$ cat config.mk
export PLATFORM = sky130hd
export DESIGN_NAME = posit_fma_out_buffer
export DESIGN_NICKNAME = d
export VERILOG_FILES = /design/src/rtl/posit_fma_out_buffer.sv
export SDC_FILE = /design/constraint.sdc
export NUM_CORES = 1
export LEC_CHECK = 0
export ABC_AREA = 1
export BUFFER_PORTS_ARGS = -buffer_cell sky130_fd_sc_hd__buf_2
export CELL_PAD_IN_SITES_DETAIL_PLACEMENT = 0
export CELL_PAD_IN_SITES_GLOBAL_PLACEMENT = 1
export CORE_ASPECT_RATIO = 1.4
export CORE_MARGIN = 8
export CORE_UTILIZATION = 38
export DETAILED_ROUTE_END_ITERATION = 8
export PLACE_DENSITY_LB_ADDON = 0.1
export SYNTH_ARGS = -nofsm -noshare
export SYNTH_HDL_FRONTEND = slang
export SYNTH_SLANG_ARGS = --single-unit
$ cat constraint.sdc
create_clock -name clk_i -period 2.36 [get_ports clk_i]
set_clock_uncertainty 0.1 [all_clocks]
set_input_delay 0.236 -clock clk_i [delete_from_list [all_inputs] [get_ports clk_i]]
set_output_delay 0.236 -clock clk_i [all_outputs]
set_load 0.005 [all_outputs]
$ cat src/rtl/posit_fma_out_buffer.sv
// Two-entry skid buffer behind posit_fma: registers result/status/tag so that
// out_ready_i never reaches in_ready_o combinationally. Also tracks retired-op statistics.
module posit_fma_out_buffer #(
   parameter int unsigned pFormat = 0,
   parameter int unsigned CNT_W   = 32,
   // Format code -> posit width: 0:32, 1:16, 2:8, 3:64
   localparam int unsigned WIDTH  = (pFormat == 1) ? 16 :
                                    (pFormat == 2) ? 8  :
                                    (pFormat == 3) ? 64 : 32
) (
   input  logic             clk_i,
   input  logic             rst_i,
   input  logic             flush_i,
   input  logic             in_valid_i,
   output logic             in_ready_o,
   input  logic [WIDTH-1:0] result_i,
   input  logic [4:0]       status_i,
   input  logic             tag_i,
   output logic             out_valid_o,
   input  logic             out_ready_i,
   output logic [WIDTH-1:0] result_o,
   output logic [4:0]       status_o,
   output logic             tag_o,
   output logic             busy_o,
   input  logic             clr_sticky_i,
   output logic [4:0]       sticky_o,
   output logic [CNT_W-1:0] retired_o,
   output logic [1:0]       dbg_state_o
);

   // Handshake: a transfer happens on a rising edge where valid & ready are both high.
   // valid never waits on ready; ready here depends only on the state register.
   typedef enum logic [1:0] {EMPTY = 2'd0, ONE = 2'd1, FULL = 2'd2} state_e;

   localparam logic [CNT_W-1:0] CNT_ONE = {{(CNT_W-1){1'b0}}, 1'b1};

   state_e             state_q;
   logic [WIDTH-1:0]   h_result_q, s_result_q;
   logic [4:0]         h_status_q, s_status_q;
   logic               h_tag_q, s_tag_q;
   logic [4:0]         sticky_q, sticky_d;
   logic [CNT_W-1:0]   retired_q, retired_d;
   logic               push, pop;

   assign in_ready_o  = (state_q != FULL);
   assign out_valid_o = (state_q != EMPTY);
   assign push        = in_valid_i & in_ready_o;
   assign pop         = out_valid_o & out_ready_i;
   assign busy_o      = (state_q != EMPTY) | in_valid_i;
   assign result_o    = h_result_q;
   assign status_o    = h_status_q;
   assign tag_o       = h_tag_q;
   assign sticky_o    = sticky_q;
   assign retired_o   = retired_q;
   assign dbg_state_o = state_q;

   // A clear coinciding with a pop keeps only the popped entry's contribution.
   always_comb begin
      sticky_d  = sticky_q;
      retired_d = retired_q;
      if (clr_sticky_i) begin
         sticky_d  = '0;
         retired_d = '0;
      end
      if (pop) begin
         sticky_d  = sticky_d | h_status_q;
         retired_d = retired_d + CNT_ONE;
      end
   end

   always_ff @(posedge clk_i) begin
      if (rst_i) begin
         state_q    <= EMPTY;
         h_result_q <= '0;
         h_status_q <= '0;
         h_tag_q    <= 1'b0;
         s_result_q <= '0;
         s_status_q <= '0;
         s_tag_q    <= 1'b0;
         sticky_q   <= '0;
         retired_q  <= '0;
      end else if (flush_i) begin
         state_q <= EMPTY;
         if (clr_sticky_i) begin
            sticky_q  <= '0;
            retired_q <= '0;
         end
      end else begin
         sticky_q  <= sticky_d;
         retired_q <= retired_d;
         case (state_q)
            EMPTY: begin
               if (push) begin
                  state_q    <= ONE;
                  h_result_q <= result_i;
                  h_status_q <= status_i;
                  h_tag_q    <= tag_i;
               end
            end
            ONE: begin
               if (push && pop) begin
                  h_result_q <= result_i;
                  h_status_q <= status_i;
                  h_tag_q    <= tag_i;
               end else if (push) begin
                  state_q    <= FULL;
                  s_result_q <= result_i;
                  s_status_q <= status_i;
                  s_tag_q    <= tag_i;
               end else if (pop) begin
                  state_q <= EMPTY;
               end
            end
            FULL: begin
               if (pop) begin
                  state_q    <= ONE;
                  h_result_q <= s_result_q;
                  h_status_q <= s_status_q;
                  h_tag_q    <= s_tag_q;
               end
            end
            default: state_q <= EMPTY;
         endcase
      end
   end

   a_no_push_full: assert property (@(posedge clk_i) disable iff (rst_i)
      !(state_q == FULL && push));
   a_stable_bp: assert property (@(posedge clk_i) disable iff (rst_i)
      (out_valid_o && !out_ready_i && !flush_i) |=>
      ($stable(result_o) && $stable(status_o) && $stable(tag_o)));
   a_legal_state: assert property (@(posedge clk_i)
      state_q inside {EMPTY, ONE, FULL});

endmodule

==> impl_results.md <==
* Hold_sp: result_i[24]
* Total wire length at 15900 um
* Max-slew violations at 0
* Crit path kind: reg2reg
* Initial antenna violation count at 0
* Worst Hold Class: in2reg
* CTS resizes at 0
* Fin crit period at 1.99 ns
* Status: completed
* Synth Warn # at 0
* WL per Instance at 14.6 um
* RSZ-0062 raised after global routing: false
* Crit path max fanout at 21
* R2R cell count at 7
* CTS clk-pin slew, worst paths at 0.06 ns
* Flops & latches, synth at 115
* Power Dens Cells at 713 nW/um^2
* CP Buf/Inv Count at 2
* Post-Synth Simple-Gate Area at 0.295
* Crit-path max cell delay at 0.47 ns
* DRT Pass-1 Iters at 4
* Synth top area cells: dfxtp_1 42%, nor2_1 13%, o21ai_0 9.6%, nand2_1 7.4%, mux2_2 4.4%
* Period Utilization, post-route at 0.845
* Routability cong. at 0.903
* Compound-Gate Fraction of Synth Area at 0.151
* Delay-heaviest family, CP: simple AND/OR/NAND/NOR gates
* Total die area at 18400 um^2
* Worst Hold Path EP: s_result_q[24]$_SDFFE_PP0P_
* Root buf cell: clkbuf_16
* Starting density of the core at 0.390
* Ys async rst share at 0
* Final setup vio count at 0
* Reg power frac at 0.414
* Fmax at 502 MHz
* Pre-CTS setup slack at 0.310 ns
* Final hold vios at 0
* Hold depth at 3
* Chip height at 157 um
* CTS tree: done
* CP Capture Type: flip-flop
* Post-Synth Adder-Cell Area at 0.00231
* Post-CTS Setup Bufs at 0
* Cts hold-fix bufs at 18
* WP data required at 2.61 ns
* Share of the synthesized area in the top cell type at 0.424
* I/O Pins at 124
* CTS buffer count at 17
* Maximum vdd ir drop at 0.407 mV
* Synth Area in XOR/XNOR at 0
* CP arrival at 2.24 ns
* Congestion Overflow GR at 0
* Starting DRT DRC Count at 274
* Comb power frac at 0.083
* Post-synth EDFFs at 0
* Mapped Cells at 762
* R2R setup slack at 0.37 ns
* First-pass GRT wire length at 25800 um
* Synth area leader: dfxtp_1
* Via/cell ratio at 4.77
* P&R area growth vs syn at 28.0%
* Antenna Cells at 0
* Crit path depth at 7
* Sw Share at 0.259
* Clk buf depth at 2
* Detailed-route via count at 5214
* Post-route DRC at 0
* Mapped Avg Cell Area at 7.12 um^2
* # H-tree levels at 4
* Max_cap viols at 0
* Int Power at 3.67 mW
* Crit Reg-Reg Endpoint: s_result_q[20]$_SDFFE_PP0P_
* Post-synthesis sequential area ratio at 0.424
* Largest family of logic cells by synthesized area: simple AND/OR/NAND/NOR gates
* Global Route Usage Sum at 0.179
* Clk sinks at 115
* Post-DP HPWL at 11500 um
* Synth cell count leaders: 184 x nor2_1, 115 x dfxtp_1, 107 x nand2_1
* Psw at 1.28 mW
* IO Port Bufs at 123
* Clock Latency Late Sink at 0.41 ns
* Post-synthesis mux area share at 0.0436
* Setup_tns at 0 ns
* Critical R2R Launch: dbg_state_o[1]$_SDFFE_PP0P_
* Cell variety after synth at 37
* Slew @ Worst Pin at 0.532 ns
* Vias in the first global route at 5092
* Worst Setup Start Kind: flip-flop
* Clock Power Share at 0.503
* Standard-cell rows at 51
* Fin area at 6950 um^2
* P_leak at 2.90 nW
* Width of the die at 117 um
* Post-Syn Area at 5430 um^2
* Mapped Nets at 807
* Placed cell area at 6190 um^2
* Core ar. at 13900 um^2
* Pin count of the biggest net entering global routing at 62
* Critical Path, Cell by Cell: nor2_2, nor2_2, inv_2, nand4_1, inv_2, nor2_1, nor2_1
* Final WS setup at 0.367 ns
* Worst slew margin at 0.646
* Most common cell in the netlist: nor2_1
* Top FF cell, synth: dfxtp_1
* DRT antenna net count at 0
* Critical-path top delay cell: inv_2
* Ratio of cells with drive above 1 in the final layout at 0.257
* Nets at 939
-- cells by family (layout without fill, tap and decap cells) --
kind of cell,after synthesis,count (layout)
simple gates,364,364
compound gates,159,159
flops,115,115
buf+inv,102,247
mux,21,21
fa+ha+maj,1,1
-- layer usage --
layer | global-route usage | wire length (um) | vias to the layer above
li1 | - | - | 2722
met1 | 0.192 | 6610 | 2362
met2 | 0.326 | 8440 | 114
met3 | 0.0426 | 583 | 16
met4 | 0.0692 | 270 | 0
met5 | 0 | 0 | -
-- through the flow --
| stage | hold slack [ns] | power (mW) | std cells | util |
|---|---|---|---|---|
| 5_1_grt | 0.0171 | 5.20 | 1092 | 0.499 |
| 2_1_floorplan | 0.214 | 2.32 | 762 | - |
| 3_3_place_gp | 0.335 | 2.48 | 1042 | 0.445 |
| 4_1_cts | 0.000426 | 5.03 | 1092 | 0.499 |
| 6_report | 0.00923 | 4.95 | 1092 | 0.499 |
| 3_5_place_dp | 0.343 | 2.49 | 1042 | 0.445 |
-- area by class of cell --
type	instances	area, um^2
sequential	115	2300
clock inverter	15	146
multi-input combinational	545	2670
timing repair buffer	152	928
fill	1476	6970
tap	185	231
clock buffer	17	425
inverter	63	239
-- placed cells by master (no fill, tap or decap), types with 2 or more instances in the layout --
cell type        n
mux2_2          21
nor3_2           3
nand2_1        106
inv_2            8
nand2_2          4
nor2_2          17
buf_4            7
dlygate4sd3_1   18
nand3_4          2
inv_1           54
dfxtp_1        115
nand3_1         26
a21oi_1         37
o21ai_0        104
a21boi_0         3
nand4_1          7
nand3_2          2
a211oi_1         2
nor2_4           6
clkbuf_16       17
inv_6            7
nor2_1         184
o21ai_1          9
buf_2          123
clkinvlp_4       4
buf_12           4
-- flip-flops by register name, summed over array words and instances, names as in the netlist --
register	flops
s_result_q	32
result_o	32
status_o	5
sticky_o	5
s_status_q	5
s_tag_q	1
retired_o	32
dbg_state_o	2
tag_o	1
-- power by group through the flow --
stage / logic, mW / registers, mW / clock network, mW
2_1_floorplan: 0.228 / 2.09 / 0
3_3_place_gp: 0.389 / 2.09 / 0
3_5_place_dp: 0.395 / 2.09 / 0
4_1_cts: 0.420 / 2.05 / 2.56
5_1_grt: 0.469 / 2.06 / 2.67
6_report: 0.413 / 2.05 / 2.49
-- worst max path at each step --
stage | from | end
floorplan | clr_sticky_i | retired_o[8]$_SDFF_PP0_
global placement | clr_sticky_i | retired_o[15]$_SDFF_PP0_
detailed placement | clr_sticky_i | retired_o[15]$_SDFF_PP0_
CTS | dbg_state_o[1]$_SDFFE_PP0P_ | s_result_q[23]$_SDFFE_PP0P_
global route | dbg_state_o[1]$_SDFFE_PP0P_ | s_result_q[29]$_SDFFE_PP0P_
finish | dbg_state_o[1]$_SDFFE_PP0P_ | s_result_q[20]$_SDFFE_PP0P_
-- worst reg2reg max path, stage by stage (launching register included) --
cell	delay (ns)
dfxtp_1	0.36
nor2_2	0.25
nor2_2	0.12
inv_2	0.08
nand4_1	0.36
inv_2	0.48
nor2_1	0.08
nor2_1	0.11
(Power assumes the default switching activity.)
